`config.mk`:
```
export PLATFORM = sky130hd
export DESIGN_NAME = lw_sha_schedule_ctrl
export DESIGN_NICKNAME = d
export VERILOG_FILES = /design/src/rtl/lw_sha_pkg.sv /design/src/rtl/lw_sha_sched_sigma.sv /design/src/rtl/lw_sha_schedule_ctrl.sv
export SDC_FILE = /design/constraint.sdc
export NUM_CORES = 2
export LEC_CHECK = 0
export CORE_ASPECT_RATIO = 0.5
export CORE_MARGIN = 2
export CORE_UTILIZATION = 35
export CTS_BUF_LIST = sky130_fd_sc_hd__clkbuf_8
export CTS_CLUSTER_SIZE = 40
export DETAILED_ROUTE_END_ITERATION = 7
export SYNTH_ARGS = -nofsm -noshare
export SYNTH_HDL_FRONTEND = slang
export SYNTH_SLANG_ARGS = --single-unit
```
`constraint.sdc`:
```
create_clock -name clk -period 32.8 [get_ports clk]
set_input_delay 8.2 -clock clk [delete_from_list [all_inputs] [get_ports clk]]
set_output_delay 8.2 -clock clk [all_outputs]
set_load 0.01 [all_outputs]
```
`src/rtl/lw_sha_pkg.sv`:
```
// Shared types and constants for the lightweight SHA message-schedule path:
// FSM state encoding, round counts, sigma rotate/shift amounts and a width-generic rotate.
package lw_sha_pkg;

  typedef enum logic [1:0] {
    IDLE,
    LOAD,
    EXPAND,
    ZERO
  } state_t;

  localparam int ROUNDS_256 = 64;
  localparam int ROUNDS_512 = 80;

  localparam int unsigned S256_S0_R0 = 7;
  localparam int unsigned S256_S0_R1 = 18;
  localparam int unsigned S256_S0_SH = 3;
  localparam int unsigned S256_S1_R0 = 17;
  localparam int unsigned S256_S1_R1 = 19;
  localparam int unsigned S256_S1_SH = 10;

  localparam int unsigned S512_S0_R0 = 1;
  localparam int unsigned S512_S0_R1 = 8;
  localparam int unsigned S512_S0_SH = 7;
  localparam int unsigned S512_S1_R0 = 19;
  localparam int unsigned S512_S1_R1 = 61;
  localparam int unsigned S512_S1_SH = 6;

  // Rotate the low 'width' bits of x right by amt (0 < amt < width <= 64).
  function automatic logic [63:0] ror(input logic [63:0] x, input int unsigned amt,
                                      input int unsigned width);
    logic [63:0] mask;
    mask = (width >= 64) ? {64{1'b1}} : ((64'd1 << width) - 64'd1);
    return (((x & mask) >> amt) | (x << (width - amt))) & mask;
  endfunction

endpackage

```
`src/rtl/lw_sha_sched_sigma.sv`:
```
// Combinational message-schedule expansion:
// w_new = W[t-16] + s0(W[t-15]) + W[t-7] + s1(W[t-2]), modulo 2^WORD_W.
module lw_sha_sched_sigma
  import lw_sha_pkg::*;
#(
  parameter int WORD_W = 32
) (
  input  logic [WORD_W-1:0] w_m16,
  input  logic [WORD_W-1:0] w_m15,
  input  logic [WORD_W-1:0] w_m7,
  input  logic [WORD_W-1:0] w_m2,
  output logic [WORD_W-1:0] w_new
);

  localparam bit IS_512 = (WORD_W == 64);
  localparam int unsigned S0_R0 = IS_512 ? S512_S0_R0 : S256_S0_R0;
  localparam int unsigned S0_R1 = IS_512 ? S512_S0_R1 : S256_S0_R1;
  localparam int unsigned S0_SH = IS_512 ? S512_S0_SH : S256_S0_SH;
  localparam int unsigned S1_R0 = IS_512 ? S512_S1_R0 : S256_S1_R0;
  localparam int unsigned S1_R1 = IS_512 ? S512_S1_R1 : S256_S1_R1;
  localparam int unsigned S1_SH = IS_512 ? S512_S1_SH : S256_S1_SH;

  logic [WORD_W-1:0] s0;
  logic [WORD_W-1:0] s1;

  always_comb begin
    s0 = WORD_W'(ror(64'(w_m15), S0_R0, WORD_W)) ^ WORD_W'(ror(64'(w_m15), S0_R1, WORD_W))
       ^ (w_m15 >> S0_SH);
    s1 = WORD_W'(ror(64'(w_m2), S1_R0, WORD_W)) ^ WORD_W'(ror(64'(w_m2), S1_R1, WORD_W))
       ^ (w_m2 >> S1_SH);
  end

  assign w_new = w_m16 + s0 + w_m7 + s1;

endmodule

```
`src/rtl/lw_sha_schedule_ctrl.sv`:
```
// Message-schedule sequencer: loads one 16-word block, then streams W[0..ROUNDS-1].
// Optional buffer zeroization after each block is enabled by LW_SHA_SCHED_ZEROIZE_EN.
module lw_sha_schedule_ctrl
  import lw_sha_pkg::*;
#(
  parameter int WORD_W = 32
) (
  input  logic              clk,
  input  logic              rst_n,
  input  logic              start_i,
  input  logic              abort_i,
  input  logic              msg_valid_i,
  output logic              msg_ready_o,
  input  logic [WORD_W-1:0] msg_word_i,
  output logic              w_valid_o,
  input  logic              w_ready_i,
  output logic [WORD_W-1:0] w_o,
  output logic [6:0]        round_o,
  output logic              last_o,
  output logic              busy_o,
  output logic              done_o
);

  localparam int ROUNDS = (WORD_W == 64) ? ROUNDS_512 : ROUNDS_256;
  localparam logic [6:0] T_LAST = 7'(ROUNDS - 1);

  generate
    if (WORD_W != 32 && WORD_W != 64) begin : g_bad_word_w
      $error("lw_sha_schedule_ctrl: WORD_W must be 32 or 64");
    end
  endgenerate

`ifdef LW_SHA_SCHED_ZEROIZE_EN
  localparam state_t EXIT_STATE = ZERO;
`else
  localparam state_t EXIT_STATE = IDLE;
`endif

  state_t            state_q, state_d;
  logic [3:0]        cnt_q;
  logic [6:0]        t_q;
  logic [WORD_W-1:0] sched_q [16];
  logic              done_q;

  logic              msg_hs, w_hs, t_last, expanding;
  logic [3:0]        slot, tap15, tap7, tap2;
  logic [WORD_W-1:0] w_new, w_cur;

  // Circular taps: (t-15)%16, (t-7)%16 and (t-2)%16 via 4-bit wrap-around.
  assign slot  = t_q[3:0];
  assign tap15 = slot + 4'd1;
  assign tap7  = slot + 4'd9;
  assign tap2  = slot + 4'd14;

  lw_sha_sched_sigma #(.WORD_W(WORD_W)) u_sigma (
    .w_m16 (sched_q[slot]),
    .w_m15 (sched_q[tap15]),
    .w_m7  (sched_q[tap7]),
    .w_m2  (sched_q[tap2]),
    .w_new (w_new)
  );

  assign expanding = (t_q[6:4] != 3'd0);
  assign w_cur     = expanding ? w_new : sched_q[slot];
  assign t_last    = (t_q == T_LAST);

  assign msg_ready_o = (state_q == LOAD);
  assign w_valid_o   = (state_q == EXPAND);
  assign w_o         = w_valid_o ? w_cur : '0;
  assign round_o     = t_q;
  assign last_o      = w_valid_o && t_last;
  assign busy_o      = (state_q != IDLE);
  assign done_o      = done_q;

  assign msg_hs = msg_ready_o && msg_valid_i && !abort_i;
  assign w_hs   = w_valid_o && w_ready_i && !abort_i;

  always_ff @(posedge clk or negedge rst_n) begin
    if (!rst_n) state_q <= IDLE;
    else        state_q <= state_d;
  end

  // NOTE: state_d gets its default before the case so no path can infer a latch.
  always_comb begin
    state_d = state_q;
    case (state_q)
      IDLE:    if (start_i && !abort_i) state_d = LOAD;
      LOAD:    if (abort_i) state_d = EXIT_STATE;
               else if (msg_hs && cnt_q == 4'd15) state_d = EXPAND;
      EXPAND:  if (abort_i) state_d = EXIT_STATE;
               else if (w_hs && t_last) state_d = EXIT_STATE;
      ZERO:    if (!abort_i && cnt_q == 4'd15) state_d = IDLE;
      default: state_d = IDLE;
    endcase
  end

  // NOTE: the buffer is cleared by the async reset so no stale block survives a reset;
  // this is a small register file, not an inferred RAM, so the reset is affordable.
  always_ff @(posedge clk or negedge rst_n) begin
    if (!rst_n) begin
      cnt_q  <= '0;
      t_q    <= '0;
      done_q <= 1'b0;
      for (int i = 0; i < 16; i++) sched_q[i] <= '0;
    end else begin
      done_q <= w_hs && t_last;
      if (abort_i) begin
        cnt_q <= '0;
        t_q   <= '0;
      end else begin
        case (state_q)
          IDLE: begin
            cnt_q <= '0;
            t_q   <= '0;
          end
          LOAD: if (msg_hs) begin
            sched_q[cnt_q] <= msg_word_i;
            cnt_q          <= cnt_q + 4'd1;
          end
          EXPAND: if (w_hs) begin
            if (expanding) sched_q[slot] <= w_new;
            t_q <= t_last ? 7'd0 : t_q + 7'd1;
          end
          ZERO: begin
            sched_q[cnt_q] <= '0;
            cnt_q          <= cnt_q + 4'd1;
          end
          default: ;
        endcase
      end
    end
  end

endmodule

```
* Word-level counts from Yosys, hierarchy flattened
Cells that the tools add are included. Widths: inputs -> output; s select.
Storage, ports and cells: register bits 526, input bits 38, word-level logic and storage cells 125
Cells by class: add/sub/neg operators 8, order comparisons 7, eq/ne operators 14, muxes and demuxes 38, bitwise operators 16, reductions and logical operators 22
Operator list (count):
- $mux 512 | 3
- $pmux 512 s3 | 1
- $bwmux 512 | 2
- $and 512x512->512 | 1
- $bmux 32 s4 | 4
- $not 512->512 | 1
- $mux 32 | 12
- $demux 32 s4 | 2
- $add 32x32->32 | 3
- $xor 32x32->32 | 2
- $or 13x32->32 | 1
- $or 14x32->32 | 1
- $or 15x32->32 | 1
- $or 25x32->32 | 1
- $xor 32x22->32 | 1
- $xor 32x29->32 | 1
- $ge 5x5->1 const B | 5
- $not 4->5 | 5
- $mux 7 | 3
- $pmux 7 s2 | 1
- $mux 2 | 6
- $ne 3x2->1 const B | 4
- $pmux 4 s3 | 1
- $logic_and 1x1->1 | 11
- 21 further kinds | 32

* Logic depth before layout (Yosys ltp)
depth after elaboration 15, mapped depth 34, mapped depth without buffers 24

* Hierarchy
A second synthesis with hierarchy kept.
Unflattened totals: cells, all modules 3937, area, all modules 41885.2 µm²
By module, submodules not included:
- lw_sha_schedule_ctrl | instances 1, cells each 3363, area each 37288.3 µm², seq. area each 13162.6 µm²
- lw_sha_sched_sigma | instances 1, cells each 574, area each 4596.9 µm², seq. area each 0.0 µm²

* Worst setup path after synthesis
No wires, ideal clock.
kind register -> output, start point reg t_q[0] (netlist: round_o[0]), end point out w_o[20], data arrival time 8.449 ns, setup slack 16.151 ns, cell stages (with the launch flop) 33, cells stage by stage dfrtp_1 > buf_4 > buf_4 > buf_2 > buf_2 > buf_2 > buf_2 > buf_2 > inv_1 > ha_1 > buf_2 > buf_2 > clkbuf_1 > buf_1 > mux4_2 > mux4_2 > xnor2_1 > xnor2_1 > fa_1 > inv_1 > fa_1 > inv_1 > ha_1 > a21oi_1 > and4b_1 > o41ai_1 > nand2_1 > a41o_1 > a41o_1 > a21oi_1 > xor2_1 > buf_2 > o21ai_0
On the way: longest elaborated chain between the ends 13
RTL lines:
- from (decl) | line lw_sha_schedule_ctrl.sv:41 | logic [6:0] t_q;
- from (signal assigned) | line lw_sha_schedule_ctrl.sv:122 | t_q <= t_last ? 7'd0 : t_q + 7'd1;
- $add 4x1->4 | line lw_sha_schedule_ctrl.sv:51 | assign tap15 = slot + 4'd1;
- $not 4->5 (not written as such) | line lw_sha_schedule_ctrl.sv:57 | .w_m15 (sched_q[tap15]),
- $bmux 32 s4 | line lw_sha_schedule_ctrl.sv:57
- $mux 32 (not written as such) (2 in series) | line lw_sha_schedule_ctrl.sv:57
- $or 25x32->32 / $or 14x32->32 (equally long branches) | line lw_sha_pkg.sv:34 | return (((x & mask) >> amt) | (x << (width - amt))) & mask;
- $xor 32x32->32 | line lw_sha_sched_sigma.sv:27 | s0 = WORD_W'(ror(64'(w_m15), S0_R0, WORD_W)) ^ WORD_W'(ror(64'(w_m15), S0_R1, WORD_W))
- $xor 32x29->32 | line lw_sha_sched_sigma.sv:28 | ^ (w_m15 >> S0_SH);
- $add 32x32->32 (3 in series) | line lw_sha_sched_sigma.sv:33 | assign w_new = w_m16 + s0 + w_m7 + s1;
- $mux 32 * | line lw_sha_schedule_ctrl.sv:64 | assign w_cur = expanding ? w_new : sched_q[slot];
- $mux 32 * | line lw_sha_schedule_ctrl.sv:69 | assign w_o = w_valid_o ? w_cur : '0;
- to (decl) | line lw_sha_schedule_ctrl.sv:17 | output logic [WORD_W-1:0] w_o,
Every way passes the cells marked *; elsewhere a longest branch is shown, timed or not. The select of a mux whose other input is x is not followed.

* Final worst setup path
start point reg t_q[1] (netlist: round_o[1]), end point out w_o[20]
Same word-level chain as after synthesis.

==> impl_table.tex <==
\begin{tabular}{lr}
\hline
Metric & Value \\
\hline
\multicolumn{2}{l}{\textbf{Outcome}} \\
Status & finished, violations left \\
Violations in the final reports & design-rule violations, max-capacitance violations, max-slew violations \\
\multicolumn{2}{l}{\textbf{CTS}} \\
Insertion delay to the later sink of the worst-skew pair & 0.85 ns \\
Clock net sink count & 526 \\
Post-CTS sizing & 0 \\
Clock transition at the registers of the reported paths & 0.07 ns \\
Inserted Clock Buffers & 91 \\
Buffer levels on the longest clock path & 3 \\
\# hold bufs at CTS & 0 \\
Buffer cell driving the clock tree root & sky130\_fd\_sc\_hd\_\_clkbuf\_8 \\
CTS tree & yes \\
Depth of the CTS H-tree & 3 \\
Buffers inserted by post-CTS timing repair & 0 \\
\multicolumn{2}{l}{\textbf{Finish}} \\
Final instance area & 45,000 µm² \\
Share of post-route cells with drive strength above 1 & 0.235 \\
Layout overhead on the synthesized area & 11.5\% \\
Number of fill cells & 10,900 \\
Number of nets in the finished design & 3,728 \\
\multicolumn{2}{l}{\textbf{Global route}} \\
Global-route congestion overflow total & 0 \\
Pin count of the biggest net entering global routing & 172 \\
First-pass GRT wire length & 295,000 µm \\
Global Route Usage Sum & 0.356 \\
Via count of the first global-routing pass & 37,100 \\
Initial antenna violation count & 13 \\
\multicolumn{2}{l}{\textbf{Place}} \\
Routability congestion estimate & 1.05 \\
Detailed placer's ending HPWL & 138,000 µm \\
Number of buffer cells added on primary ports & 81 \\
Placed instance area & 43,100 µm² \\
\multicolumn{2}{l}{\textbf{Worst setup path}} \\
FF-to-FF path depth & 25 \\
Crit Path Class & register to primary output \\
Sort of element at the end of the critical path & primary output \\
Worst-path fanout max & 54 \\
Startpoint of the worst-slack reg-to-reg timing path & round\_o[2] \\
CP Launch Type & register \\
Data arrival time of the critical path & 10.39 ns \\
Startpoint of the most critical setup path & round\_o[1] \\
Data required time at the worst endpoint & 24.60 ns \\
Minimum setup slack among reg-to-reg paths & 23.63 ns \\
\multicolumn{2}{l}{\textbf{Logic synthesis}} \\
Area share of the largest cell type after synthesis & 0.326 \\
Total of flip-flops plus latches after synthesis & 526 \\
Most common library cells after synthesis & 526 x sky130\_fd\_sc\_hd\_\_dfrtp\_1, 507 x sky130\_fd\_sc\_hd\_\_mux4\_2, 445 x sky130\_fd\_sc\_hd\_\_nand2\_1 \\
Number of flops mapped to enable cells by yosys & 0 \\
Leading cell type by number of instances after synthesis & sky130\_fd\_sc\_hd\_\_dfrtp\_1 \\
Cell area after synthesis & 40,300 µm² \\
Most area-consuming cells after synthesis & sky130\_fd\_sc\_hd\_\_dfrtp\_1 33\%, sky130\_fd\_sc\_hd\_\_mux4\_2 28\%, sky130\_fd\_sc\_hd\_\_a22o\_1 4.9\% \\
Mapped Cells & 3,635 \\
Post-synthesis cell type with the largest combined area & sky130\_fd\_sc\_hd\_\_dfrtp\_1 \\
Sequential element share of the synthesized area & 0.326 \\
Netlist cell types & 64 \\
Nets in the synthesized netlist & 3,780 \\
Synth Warn \# & 0 \\
Primary flip-flop cell chosen by synthesis mapping & sky130\_fd\_sc\_hd\_\_dfrtp\_1 \\
Ys async rst share & 1.00 \\
Average size of a mapped cell & 11.1 µm² \\
\multicolumn{2}{l}{\textbf{Routing}} \\
Via count & 39,300 \\
Drt drc & 10 \\
Vias per cell & 7.55 \\
Drt first-iter violations & 7,143 \\
First-pass iteration count of the detailed router & 8 \\
Average detailed-routed wire length per instance & 41.3 µm \\
Antenna viol nets, final & 0 \\
Final wirelength & 215,000 µm \\
\multicolumn{2}{l}{\textbf{Floorplanning}} \\
Area of the die & 118,000 µm² \\
Core Box Area & 115,000 µm² \\
Total number of placement rows & 88 \\
I/O pins & 82 \\
Die width & 484 µm \\
Die Span Y & 244 µm \\
Initial Utilization & 0.351 \\
\multicolumn{2}{l}{\textbf{Min path}} \\
Class of the tightest hold or removal check & register to register \\
Hold Path Depth & 2 \\
\multicolumn{2}{l}{\textbf{STA}} \\
Setup TNS & 0 ns \\
Setup repair after global routing missed its margin & no \\
Min cycle time layout & 18.59 ns \\
Number of failing setup endpoints in the final timing report & 0 \\
Slew Viols, Final & 12 \\
Final Hold Vio Count & 0 \\
Worst slew slack as a fraction of its limit & -0.0148 \\
Highest clock rate & 53.8 MHz \\
Clock skew & 0.0462 ns \\
Slew at the pin closest to its max-slew limit & 1.52 ns \\
Final period util & 0.567 \\
\multicolumn{2}{l}{\textbf{Job}} \\
Count of maximum capacitance violations & 2 \\
\hline
\end{tabular}
[through the flow]
step	worst slack (ns)	hold WS [ns]	utilization	cells
final	14.21	0.523	0.392	5198
after CTS	14.35	0.526	0.391	5185
after global placement	15.30	0.496	0.375	5020
after floorplan	16.15	0.477	-	3635
after detailed placement	15.20	0.512	0.375	5020
after global routing	13.73	0.561	0.391	5187
[critical path: stages, from the launching register on]
cell and delay (ns):
sky130_fd_sc_hd__dfrtp_4 0.81, sky130_fd_sc_hd__buf_4 0.87, sky130_fd_sc_hd__ha_1 0.33, sky130_fd_sc_hd__nand2_2 0.15, sky130_fd_sc_hd__xnor2_4 0.18, sky130_fd_sc_hd__buf_4 0.44
sky130_fd_sc_hd__buf_4 0.60, sky130_fd_sc_hd__mux4_2 0.70, sky130_fd_sc_hd__xnor2_1 0.18, sky130_fd_sc_hd__xnor2_1 0.30, sky130_fd_sc_hd__fa_1 0.50, sky130_fd_sc_hd__fa_1 0.45
sky130_fd_sc_hd__ha_1 0.40, sky130_fd_sc_hd__a21oi_1 0.40, sky130_fd_sc_hd__o21ai_1 0.20, sky130_fd_sc_hd__a21o_1 0.22, sky130_fd_sc_hd__a21o_1 0.17, sky130_fd_sc_hd__a41o_1 0.23
sky130_fd_sc_hd__a41o_1 0.24, sky130_fd_sc_hd__a21oi_1 0.18, sky130_fd_sc_hd__xor2_1 1.02, sky130_fd_sc_hd__o21ai_0 0.33, sky130_fd_sc_hd__clkdlybuf4s50_1 0.57
[placed cells by master, fill, tap and decap left out, types with 128 or more instances in the layout]
cell type and n:
sky130_fd_sc_hd__dfrtp_1 523, sky130_fd_sc_hd__mux4_2 507, sky130_fd_sc_hd__nand2_1 443, sky130_fd_sc_hd__o21ai_0 275, sky130_fd_sc_hd__a21oi_1 251, sky130_fd_sc_hd__a22o_1 227
sky130_fd_sc_hd__o22ai_1 157, sky130_fd_sc_hd__inv_1 138, sky130_fd_sc_hd__buf_4 134, sky130_fd_sc_hd__o221ai_1 128
[layout make-up]
| type | count | area [µm²] | share of cell area |
|---|---|---|---|
| Tap cell | 1530 | 1910 | 0.0426 |
| Clock buffer | 113 | 1560 | 0.0346 |
| Antenna cell | 13 | 32.5 | 0.000723 |
| Timing Repair Buffer | 217 | 1860 | 0.0414 |
| Inverter | 109 | 409 | 0.00910 |
| Multi-Input combinational cell | 2638 | 25700 | 0.571 |
| Clock inverter | 52 | 339 | 0.00754 |
| Sequential cell | 526 | 13200 | 0.293 |
[metal layers]
layer,wire length (µm),global-route usage,share of wire
met1,72100,0.418,0.34
met2,82100,0.467,0.38
met3,41000,0.222,0.19
met4,19200,0.257,0.089
met5,384,0.0137,0.0018
[how the worst max path moves through the flow]
stage / cells past startpoint / slack [ns] / endpoint
final: 22 / 14.21 / w_o[20]
after floorplan: 32 / 16.15 / w_o[20]
after CTS: 21 / 14.35 / w_o[20]
after global routing: 21 / 13.73 / w_o[20]
after global placement: 21 / 15.30 / w_o[20]
after detailed placement: 21 / 15.20 / w_o[20]
[kinds of logic (layout without fill, tap and decap cells)]
group           after synthesis  after routing  synth area share
compound gates             1172           1172             0.192
xor+xnor                    154            154            0.0342
fa+ha+maj                   107            107            0.0447
buf+inv                     471            491            0.0454
flops                       526            526             0.326
mux                         513            513             0.285
other cells                   0             13                 0
simple gates                692            692            0.0729
Power is not shown: default switching activity piles up to over one toggle a cycle in this logic, so the estimate is an artifact.
